<file path="src/rtl/parity_scan_ctrl.sv">
// Word-level parity/zero flag sequencer. It time-shares one external 4-bit
// parity unit by feeding it the captured word one nibble at a time, LSB nibble first.
module parity_scan_ctrl #(
   parameter int NIBBLES = 4
) (
   input  logic                   clk,
   input  logic                   rst,
   input  logic                   start,
   input  logic [4*NIBBLES-1:0]   word,
   output logic                   busy,
   output logic                   done,
   output logic                   PF,
   output logic                   ZF,
   output logic [3:0]             nib_result,
   input  logic                   nib_pf
);

   localparam int IW = (NIBBLES > 1) ? $clog2(NIBBLES) : 1;
   localparam logic [IW-1:0] LAST = IW'(NIBBLES - 1);

   typedef enum logic [1:0] {
      IDLE = 2'd0,
      SCAN = 2'd1,
      DONE = 2'd2
   } state_t;

   state_t                 state;
   state_t                 next_state;
   logic [4*NIBBLES-1:0]   word_q;
   logic [IW-1:0]          idx;
   logic                   acc_odd;
   logic                   acc_nz;
   logic                   last_nib;
   logic [3:0]             sel_nib;

   assign last_nib = (idx == LAST);
   assign busy     = (state == SCAN);
   assign done     = (state == DONE);

   always_ff @(posedge clk) begin
      if (rst) begin
         state <= IDLE;
      end else begin
         state <= next_state;
      end
   end

   always_comb begin
      next_state = state;
      case (state)
         IDLE:    if (start) next_state = SCAN;
         SCAN:    if (last_nib) next_state = DONE;
         DONE:    next_state = IDLE;
         default: next_state = IDLE;
      endcase
   end

   // Mux-based nibble select keeps the index arithmetic free of width games.
   always_comb begin
      sel_nib = 4'h0;
      for (int i = 0; i < NIBBLES; i++) begin
         if (idx == IW'(i)) sel_nib = word_q[4*i +: 4];
      end
   end

   always_comb begin
      nib_result = 4'h0;
      if (state == SCAN) nib_result = sel_nib;
   end

   // The final nibble's parity/zero contribution is folded in directly so the
   // flags are ready on entry to DONE without an extra cycle.
   always_ff @(posedge clk) begin
      if (rst) begin
         word_q  <= '0;
         idx     <= '0;
         acc_odd <= 1'b0;
         acc_nz  <= 1'b0;
         PF      <= 1'b0;
         ZF      <= 1'b0;
      end else begin
         case (state)
            IDLE: begin
               if (start) begin
                  word_q  <= word;
                  idx     <= '0;
                  acc_odd <= 1'b0;
                  acc_nz  <= 1'b0;
               end
            end
            SCAN: begin
               acc_odd <= acc_odd ^ ~nib_pf;
               acc_nz  <= acc_nz | (|nib_result);
               if (last_nib) begin
                  PF <= ~(acc_odd ^ ~nib_pf);
                  ZF <= ~(acc_nz | (|nib_result));
               end else begin
                  idx <= idx + IW'(1);
               end
            end
            default: ;
         endcase
      end
   end

endmodule

</file>
<file path="config.mk">
export PLATFORM = sky130hd
export DESIGN_NAME = parity_scan_ctrl
export DESIGN_NICKNAME = d
export VERILOG_FILES = /design/src/rtl/parity_scan_ctrl.sv
export SDC_FILE = /design/constraint.sdc
export NUM_CORES = 1
export LEC_CHECK = 0
export BUFFER_PORTS_ARGS = -buffer_cell sky130_fd_sc_hd__buf_2
export CAP_MARGIN = 15
export CELL_PAD_IN_SITES_DETAIL_PLACEMENT = 2
export CELL_PAD_IN_SITES_GLOBAL_PLACEMENT = 2
export CORE_ASPECT_RATIO = 0.5
export CORE_MARGIN = 10
export CORE_UTILIZATION = 26
export CTS_CLUSTER_DIAMETER = 30
export DETAILED_ROUTE_END_ITERATION = 8
export GPL_ROUTABILITY_DRIVEN = 0
export PLACE_DENSITY_LB_ADDON = 0.1
export SLEW_MARGIN = 20
export SYNTH_ARGS = -nofsm -noshare
export SYNTH_HDL_FRONTEND = slang
export SYNTH_SLANG_ARGS = --single-unit
</file>
<file path="constraint.sdc">
create_clock -name clk -period 1.65 [get_ports clk]
set_input_delay 0 -clock clk [delete_from_list [all_inputs] [get_ports clk]]
set_output_delay 0 -clock clk [all_outputs]
set_load 0.03 [all_outputs]
</file>
# [Word level (Yosys, flattened, before mapping)]
# Cells that the tools add are included.
[totals] reg_bits=24 in_bits=20
[classes] n_addsub=1 eq_ne=8 muxes=14 bitwise=5 n_reduce_logical=9
[ops] operator="4-bit two-way mux" count=5
[ops] operator="2-bit two-way mux" count=4
[ops] operator="2-bit one-hot mux with 2 select lines" count=2
[ops] operator="2-bit AND reduction" count=4
[ops] operator="2-bit == test, second input constant" count=3
[ops] operator="2-bit by 1-bit == test with 1-bit output, second input constant" count=2
[ops] operator="2-bit zero test" count=2
[ops] operator="2-bit != test, second input constant" count=2
[ops] operator="1-bit one-hot mux with 2 select lines" count=2
[ops] operator="4-bit OR reduction" count=1
[ops] operator="1-bit inverter" count=3
[ops] operator="3-bit AND reduction" count=1
[ops] operator="2-bit by 1-bit adder with 2-bit output, second input constant" count=1
[ops] operator="2-bit by 1-bit != test with 1-bit output, second input constant" count=1
[ops] operator="2-bit nonzero test" count=1
[ops] operator="1-bit two-way mux" count=1
[ops] operator="1-bit bitwise OR" count=1
[ops] operator="1-bit bitwise XOR" count=1

# [Depth between registers and ports, before layout]
# Gate-level depths: netlist of the first run.
[logic_depth] depth_word=9 ltp_mapped=7

# [Worst setup path after synthesis of the first run]
# No wires, ideal clock.
[synth_path] path_type="flip-flop to flip-flop" startpoint="register idx[1]" endpoint="register ZF" setup_ns=0.117 t_arrival_ns=2.010 required_time_ns=1.533 path_slack_ns=-0.478 path_stages_with_launch=8 n_path_buf=0 period_less_slack_ns=2.128 cell_sequence="dfxtp_1 -> inv_1 -> ha_1 -> nor2b_2 -> a221oi_1 -> o41ai_2 -> a2111oi_2 -> a32o_1"
[synth_between] elab_chain_len=9 elab_cells_between_ends=13
[synth_rtl] element="from (decl)" line_no="30" source="logic [IW-1:0] idx;"
[synth_rtl] element="from (signal assigned)" line_no="98" source="idx <= idx + IW'(1);"
[synth_rtl] element="2-bit zero test" line_no="62" source="if (idx == IW'(i)) sel_nib = word_q[4*i +: 4];"
[synth_rtl] element="4-bit two-way mux (3 in series)" line_no="62"
[synth_rtl] element="4-bit two-way mux (*)" line_no="62"
[synth_rtl] element="4-bit two-way mux (*)" line_no="68" source="if (state == SCAN) nib_result = sel_nib;"
[synth_rtl] element="net nib_result[0]" line_no="14" source="output logic [3:0] nib_result,"
[synth_rtl] element="4-bit OR reduction (*)" line_no="96" source="ZF <= ~(acc_nz | (|nib_result));"
[synth_rtl] element="1-bit bitwise OR (*)" line_no="96"
[synth_rtl] element="1-bit inverter (*)" line_no="96"
[synth_rtl] element="to (signal assigned)" line_no="96"
[synth_rtl] element="to (decl)" line_no="13" source="output logic ZF,"
# The timed path passes the listed nets; every way through them passes the cells marked *.
# A chain may end at the register's enable or synchronous reset.

# [Worst setup path in the final report of the first run]
[layout_path] startpoint="register idx[1]" endpoint="output port nib_result[0]"
[layout_between] elab_chain_len=6 elab_cells_between_ends=9
[layout_rtl] element="2-bit zero test" line_no="62"
[layout_rtl] element="4-bit two-way mux (3 in series)" line_no="62"
[layout_rtl] element="4-bit two-way mux (*)" line_no="62"
[layout_rtl] element="4-bit two-way mux (*)" line_no="68"
[layout_rtl] element="to (decl)" line_no="14"
# Every way passes the cells marked *; elsewhere a longest branch is shown, timed or not.

==> results.yml, run 1 <==
critical_path:
  end_kind: "output pin"
  slowest_delay_ns: 0.39
  cp.arrival_ns: 1.83
  crit_chain: "buf_6 > ha_4 > buf_6 > nor2b_4 > o41ai_4 > buf_4 > buf_6"
  worstPathMaxFanout: 4
  path_common_cell: "buf_6"
  worst_setup_path_start_kind: "register"
  crit_type: "reg2out"
  slowest_stage: "o41ai_4"
  cp_data_required_time_ns: 1.65
floorplan:
  num_rows: 16
  floorplan.die_area_um2: 7340
  fp.dieH_um: 65.8
  die_w_um: 112
  io_pins: 28
  core_area_um2: 3960
  start_util: 0.275
drt:
  wl_per_cell_um: 17.2
  ant_nets: 0
  drt_wl_total_mm: 4.16
  dr.pass1.iters: 2
  num_vias: 1143
  vias_per_cell: 4.72
  drt_iter0_drc: 26
  drc: 0
grt:
  overflow: 0
  grt.total_usage: 0.118
  grt_max_degree: 16
  grt_pass1_wl_mm: 6.94
  antenna_found_initial: 0
  first_global_vias: 1335
hold_path:
  hold_class: "in2reg"
placement:
  place_hpwl_mm: 2.73
  numPortBuffers: 27
  post-place-ws_ns: -0.166
  dp_cells: 219
synth:
  syn_area_per_cell_um2: 8.01
  yosysWarnings: 0
  synthCells: 136
  synth_seq_cells: 24
  synth_top_area_frac: 0.441
  ys_seq_area_frac: 0.441
  synth_flop_cell: "dfxtp_1"
  async_flop_share: 0
  synth.area.top_cells: "dfxtp_1 44%, nand2_1 12%, a21oi_1 9.6%"
  synth-edff-count: 0
  netlist_area_um2: 1090
  syn_nets: 160
  synth_top_area_cell: "dfxtp_1"
  synth_cell_types: 29
  yosys-top-cells-count: "36 x nand2_1, 24 x dfxtp_1, 21 x a21oi_1"
  yosysMostFrequentCell: "nand2_1"
clock_network:
  cts.htree.levels: 1
  clk_path_buf_depth: 2
  cts_tree: "built"
  clk_latency_ns: 0.28
  clk_pin_slew_worst_paths_ns: 0.09
  cts.sinks: 24
  cts_made_buffers: 3
  cts-root-buf: "clkbuf_8"
timing:
  relSlewSlack: 0.769
  finalClockSkew_ns: 0.0114
  setup_violations: 6
  grt_setup_unrepaired: "true"
  maxSlewViolCount: 0
  worst_pin_slew_ns: 0.345
  setup_ws_ns: -0.182
  period_share: 1.11
  fmax_mhz: 546
  hold_viol: 0
  min_period_ns: 1.83
layout:
  area_growth_pct: 60.0
  nets: 213
  post-route-util: 0.440
  fin_cells: 242
  insertedDiodeCount: 0
  drive_gt1_frac: 0.351
power:
  max-vdd-ir-drop_uv: 341
  p_leak_nw: 0.727
  powerDensity_nw_per_um2: 745
outcome:
  violations: "negative setup slack"
  status: "finished, violations left"
run:
  cap_viol_max_count: 0
cells in the final DEF, fill, tap and decap left out, types with 2 or more instances in the layout:
master / instances
o41ai_4: 2
clkbuf_8: 3
dlygate4sd3_1: 16
nor2b_4: 3
nor2_1: 7
a21oi_1: 20
buf_2: 23
dfxtp_1: 22
nand2_1: 36
nor3_1: 4
inv_1: 2
nor2b_1: 3
inv_2: 2
ha_4: 4
nand3_1: 2
a221oi_2: 2
buf_4: 10
buf_6: 7
layer usage:
| layer | vias up | wire [µm] | global-route usage |
|---|---|---|---|
| met2 | 18 | 2030 | 0.201 |
| li1 | 564 | - | - |
| met3 | 5 | 148 | 0.0335 |
| met4 | 0 | 53 | 0.0430 |
| met1 | 556 | 1930 | 0.139 |
| met5 | - | 0 | 0 |
stage by stage:
stage	area, µm²	hold WS (ns)	setup TNS (ns)	total power, mW
2_1_floorplan	1170	0.136	-0.165	0.788
3_3_place_gp	1410	0.241	-0.282	0.869
3_5_place_dp	1410	0.252	-0.288	0.877
4_1_cts	1700	0.0325	-0.620	1.31
5_1_grt	1740	0.0379	-1.23	1.38
6_report	1740	0.0334	-0.612	1.30
flip-flops by register name, indices dropped and copies added, names as in the netlist:
signal and flops:
ZF 1, state 2, acc_odd 1, idx 2, PF 1, word_q 16, acc_nz 1
worst max-delay path, delay by kind of cell, from the launching register on:
| kind | cells | cell delay (ns) |
|---|---|---|
| buf+inv | 4 | 0.53 |
| compound gates | 1 | 0.39 |
| flops | 1 | 0.34 |
| fa+ha+maj | 1 | 0.17 |
| simple gates | 1 | 0.12 |
final cells by class:
class / instances / area, µm²
Fill cell: 435 / 2220
Tap cell: 54 / 67.6
Timing Repair Buffer: 56 / 429
Multi-Input combinational cell: 99 / 696
Sequential cell: 24 / 485
Inverter: 5 / 21.3
Clock buffer: 4 / 45.0
logic make-up (layout without fill, tap and decap cells):
| kind of cell | after synthesis | after routing | synth area share |
|---|---|---|---|
| and+or+nand+nor | 60 | 60 | 0.239 |
| xor gates and xnor gates | 1 | 1 | 0.00804 |
| adders and majority gates | 4 | 4 | 0.0459 |
| DFF | 24 | 24 | 0.441 |
| AOI/OAI and AO/OA | 34 | 34 | 0.214 |
| buffers and inverters | 13 | 65 | 0.0528 |
path summary, 6_finish.rpt:
| check | start | endpoint | slack, ns | cells after the start |
|---|---|---|---|---|
| min reg2reg | word_q[14]$_SDFFE_PP0P_ | word_q[14]$_SDFFE_PP0P_ | 0.48 | 2 |
| min | nib_pf | acc_odd$_SDFFE_PP0P_ | 0.03 | 3 |
| max reg2reg | idx[0]$_SDFFE_PP0P_ | acc_nz$_SDFFE_PP0P_ | -0.10 | 7 |
| max | idx[1]$_SDFFE_PP0P_ | nib_result[0] | -0.18 | 7 |
power by group:
group	leakage, nW	total (mW)	internal, mW	switching, mW
Combinational	0.507	0.291	0.135	0.156
Sequential	0.198	0.639	0.610	0.0289
Clock	0.0228	0.370	0.173	0.197
repair_timing:
item	4_1_cts	5_1_grt
pin swaps	5	0
setup endpoints to repair	7	7
buffers inserted	2	1
hold endpoints to repair	16	0
hold buffers	16	0
resized for setup	16	8
No activity file was read; power rests on OpenSTA's default activity.
==> run 2, diff against run 1 <==
- CORE_UTILIZATION: 26 -> 29
- clock period: 1.65 -> 1.9 ns (I/O delays scaled with it)
==> run 2 against run 1 <==
The flow now finishes without violations; total power down 16%; combinational power down 16%; via count down 2.1%; clock skew down 0.0054 ns; non-clock buffer count down 5; critical endpoint is now nib_result[2].
==> results.yml, run 2 (same netlist as run 1, synthesis figures left out) <==
grt:
  grt_pass1_wl_mm: 6.26
  first_global_vias: 1190
  overflow: 0
  grt_max_degree: 26
  grt.total_usage: 0.115
  antenna_found_initial: 0
drt:
  route.top_layer_used: "met3"
  route.met2.wl_mm: 1.97
  ant_nets: 0
  drc: 0
  wl_per_cell_um: 17.9
  m1WireLength_mm: 1.96
  drt_wl_total_mm: 4.16
  drt_iter0_drc: 21
  vias_per_cell: 4.80
  met3_length_um: 224
  dr.pass1.iters: 4
  num_vias: 1119
power:
  power_mw: 1.10
  powerDensity_nw_per_um2: 671
  max-vdd-ir-drop_uv: 296
  p_leak_nw: 0.682
layout:
  drive_gt1_frac: 0.308
  reg_top3: "word_q (16), idx (2), state (2)"
  layout_common_cells: "36 x nand2_1, 26 x buf_2, 23 x dfxtp_1"
  insertedDiodeCount: 0
  final_common_cell: "nand2_1"
  nets: 208
  largest_reg_flops: 16
  largest_register: "word_q"
  area_growth_pct: 49.8
  fin_area_um2: 1630
  n_fill_cell: 406
timing:
  fmax_mhz: 530
  relSlewSlack: 0.669
  maxSlewViolCount: 0
  hold_viol: 0
  finalClockSkew_ns: 0.00605
  grt_setup_unrepaired: "true"
  setup_violations: 0
  period_share: 0.993
  worst_pin_slew_ns: 0.496
  min_period_ns: 1.89
critical_path:
  r2r_end: "acc_nz$_SDFFE_PP0P_"
  crit_type: "reg2out"
  worstPathMaxFanout: 3
  path_buf_inv: 2
  slowest_delay_ns: 0.37
  worstReg2RegStart: "idx[0]$_SDFFE_PP0P_"
  reg2regPathDepth: 7
  cp_top_family: "compound AO/OA/AOI/OAI gates"
  end_kind: "output pin"
  slowest_stage: "dfxtp_4"
  cp_data_required_time_ns: 1.90
  cp.arrival_ns: 1.89
  r2r_slack_ns: 0.03
  crit_chain: "inv_4 > ha_2 > nor2b_4 > a221oi_2 > o31ai_2 > and2_4 > buf_6"
  worst_setup_path_start_kind: "register"
clock_network:
  cts_tree: "built"
  cts.sinks: 24
  cts.htree.levels: 1
  cts-root-buf: "clkbuf_8"
  clk_latency_ns: 0.26
  cts_made_buffers: 3
  clk_pin_slew_worst_paths_ns: 0.08
  clk_path_buf_depth: 2
floorplan:
  core_area_um2: 3530
  start_util: 0.309
  floorplan.die_area_um2: 6760
  io_pins: 28
  die_w_um: 107
  num_rows: 15
  fp.dieH_um: 63.3
placement:
  place_area_um2: 1320
  numPortBuffers: 27
  place_hpwl_mm: 2.62
run:
  cap_viol_max_count: 0
hold_path:
  hold_depth: 3
  holdPathEnd: "acc_odd$_SDFFE_PP0P_"
  hold_class: "in2reg"
  hp-start: "nib_pf"
outcome:
  status: "finished, final reports clean"
==> run 2: worst max-delay path by stage <==
stage,start,to,slack [ns],depth (start not counted)
floorplan,idx[0]$_SDFFE_PP0P_,ZF$_SDFFE_PP0P_,0.01,6
global placement,idx[0]$_SDFFE_PP0P_,acc_nz$_SDFFE_PP0P_,-0.03,7
detailed placement,idx[0]$_SDFFE_PP0P_,acc_nz$_SDFFE_PP0P_,-0.10,7
CTS,idx[1]$_SDFFE_PP0P_,nib_result[2],0.004,7
global route,idx[1]$_SDFFE_PP0P_,ZF$_SDFFE_PP0P_,-0.07,7
finish,idx[0]$_SDFFE_PP0P_,nib_result[2],0.01,7
==> run 2: per-stage QoR <==
step	util	TNS [ns]	instances	hold WS [ns]	worst slack, ns
after CTS	0.445	0	232	0.0372	0.00375
after floorplan	-	0	136	0.136	0.0125
after global routing	0.463	-0.264	233	0.0636	-0.0730
after detailed placement	0.375	-0.168	211	0.249	-0.101
final	0.463	0	233	0.0394	0.0137
after global placement	0.375	-0.0309	211	0.241	-0.0309
==> run 2: metal layers <==
layer  up-vias  global-route usage
met1       541               0.142
met2        24               0.191
li1        554                   -
met5         -                   0
met3         0              0.0416
met4         0              0.0185
==> run 2: what timing repair did <==
action                     in CTS  in global routing
pin swaps                       5                  4
setup endpoints to repair       6                  5
hold buffers                   16                  0
resized for setup               8                 13
hold endpoints to repair       16                  0
buffers inserted                2                  1
==> run 2: cell type report <==
type	count	area (µm²)	area share
Clock buffer	3	41.3	0.0253
Inverter	5	21.3	0.0130
Multi-Input combinational cell	99	661	0.405
Sequential cell	24	484	0.297
Tap cell	51	63.8	0.0391
Timing Repair Buffer	51	362	0.221
==> run 2: where the power goes <==
group	internal [mW]	leakage, nW	switching (mW)
Combinational	0.111	0.463	0.133
Sequential	0.530	0.197	0.0248
Clock	0.142	0.0216	0.155
Total	0.783	0.682	0.313
==> run 2: worst register-to-register path: stages (launching register included) <==
cell	delay, ns
dfxtp_4	0.39
inv_4	0.05
ha_2	0.19
nor2b_4	0.14
a221oi_4	0.29
o41ai_4	0.14
a2111oi_2	0.41
a211oi_1	0.13
==> run 3, diff against run 2 <==
--- a/config.mk
+++ b/config.mk
@@ -17,3 +17,3 @@
 export GPL_ROUTABILITY_DRIVEN = 0
-export PLACE_DENSITY_LB_ADDON = 0.1
+export PLACE_DENSITY = 0.82
 export SLEW_MARGIN = 20
--- a/constraint.sdc
+++ b/constraint.sdc
@@ -3,2 +3,2 @@
 set_output_delay 0 -clock clk [all_outputs]
-set_load 0.03 [all_outputs]
+set_load 0.05 [all_outputs]
==> run 3 against run 2 <==
The run now ends with negative setup slack left; sequential share of layout area rose by 0.12 points; non-clock buffer count decreased by 1; sequential cell count stayed put; largest cell class unchanged; highest routed layer is now met4.
==> results.yml, run 3 (same netlist as run 1, synthesis figures left out) <==
critical_path:
  crit_type: "reg2out"
  critPathLaunch: "idx[0]$_SDFFE_PP0P_"
  worstPathMaxFanout: 6
  crit_chain: "buf_6 > ha_4 > nor2b_4 > a221oi_2 > o31ai_2 > and2_1 > buf_6"
  worstReg2RegStart: "idx[0]$_SDFFE_PP0P_"
  cp.arrival_ns: 1.92
  slowest_delay_ns: 0.38
  worst_setup_path_start_kind: "register"
  path_common_cell: "buf_6"
  cp_data_required_time_ns: 1.90
  end_kind: "output pin"
  slowest_stage: "dfxtp_4"
hold_path:
  hold_class: "in2reg"
  hp-start: "nib_pf"
clock_network:
  clk_pin_slew_worst_paths_ns: 0.09
  cts_tree: "built"
  cts_made_buffers: 3
  cts-root-buf: "clkbuf_8"
  clk_latency_ns: 0.27
  cts.sinks: 24
  clk_path_buf_depth: 2
  cts.htree.levels: 1
timing:
  hold_viol: 0
  fmax_mhz: 520
  setup_tns_ns: -0.0227
  maxSlewViolCount: 0
  setup_violations: 1
  period_share: 1.01
  min_period_ns: 1.92
  setup_ws_ns: -0.0227
  relSlewSlack: 0.540
  grt_setup_unrepaired: "true"
  finalClockSkew_ns: 0.00409
  worst_pin_slew_ns: 0.688
  hold_slack_ns: 0.0290
outcome:
  status: "finished, violations left"
  violations: "negative setup slack"
layout:
  area_growth_pct: 50.4
  n_fill_cell: 406
  insertedDiodeCount: 0
  largest_register: "word_q"
  nets: 207
  reg_top3: "word_q (16), idx (2), state (2)"
  final_common_cell: "nand2_1"
  largest_reg_flops: 16
  post-route-util: 0.465
  layout_common_cells: "36 x nand2_1, 23 x buf_2, 22 x dfxtp_1"
  drive_gt1_frac: 0.302
grt:
  overflow: 0
  grt_pass1_wl_mm: 6.94
  antenna_found_initial: 0
  grt_max_degree: 26
  first_global_vias: 1296
  grt.total_usage: 0.126
placement:
  place_hpwl_mm: 2.62
  post-place-ws_ns: -0.0500
  numPortBuffers: 27
floorplan:
  io_pins: 28
  num_rows: 15
  start_util: 0.309
  floorplan.die_area_um2: 6760
  core_area_um2: 3530
  fp.dieH_um: 63.3
  die_w_um: 107
drt:
  num_vias: 1164
  ant_nets: 0
  dr.pass1.iters: 4
  drt_iter0_drc: 66
  wl_per_cell_um: 19.4
  drt_wl_total_mm: 4.52
  vias_per_cell: 5.00
  drc: 0
power:
  powerDensity_nw_per_um2: 708
  max-vdd-ir-drop_uv: 257
  p_leak_nw: 0.689
run:
  cap_viol_max_count: 0
-- run 3: changes by cell type in the layout (fill, tap and decap cells not counted), sizes merged --
cell and delta:
clkbuf +2, buf -2
-- run 3: power by group --
part	internal, mW	switching (mW)
clock	0.186	0.173
combinational	0.106	0.141
sequential	0.529	0.0249
-- run 3: area by class of cell --
class | count | area (µm²) | area share
clock buffers | 4 | 55.1 | 0.0336
repair buffers | 50 | 365 | 0.223
well taps | 51 | 63.8 | 0.0389
inverters | 5 | 21.3 | 0.0130
multi-input cells | 99 | 646 | 0.394
flip-flops and latches | 24 | 488 | 0.298
-- run 3: per-layer routing --
layer | global-route usage | part of all wire | up-vias
met5 | 0 | 0 | -
met4 | 0.0386 | 0.017 | 0
met3 | 0.0325 | 0.036 | 4
met2 | 0.210 | 0.47 | 23
met1 | 0.154 | 0.47 | 582
li1 | - | - | 555
-- run 3: final timing paths --
kind / endpoint / slack [ns] / cells after the start
hold / removal: acc_odd$_SDFFE_PP0P_ / 0.03 / 3
setup reg to reg: acc_nz$_SDFFE_PP0P_ / 0.07 / 7
setup / recovery: nib_result[2] / -0.02 / 7
hold reg to reg: word_q[10]$_SDFFE_PP0P_ / 0.47 / 2
-- run 3: critical path: cells and delay by family, from the launching register on --
kind | cells | cell delay [ns]
flip-flops | 1 | 0.38
AND/OR/NAND/NOR | 2 | 0.37
AO/OA/AOI/OAI | 2 | 0.42
buffers and inverters | 2 | 0.29
adder cells (fa/ha/maj) | 1 | 0.18
-- run 3: what timing repair did --
action	in CTS	in global routing
setup buffers	0	4
pin swaps	2	2
hold buffers	16	0
gates resized for setup	4	9
endpoints found under the hold margin	16	0
endpoints found under the setup margin	5	5
-- run 3: metrics by stage --
stage,power (mW),instances,area (µm²)
after CTS,1.15,229,1570
final,1.16,233,1640
after detailed placement,0.753,209,1350
after global routing,1.22,233,1640
after floorplan,0.690,136,1160
after global placement,0.743,209,1350
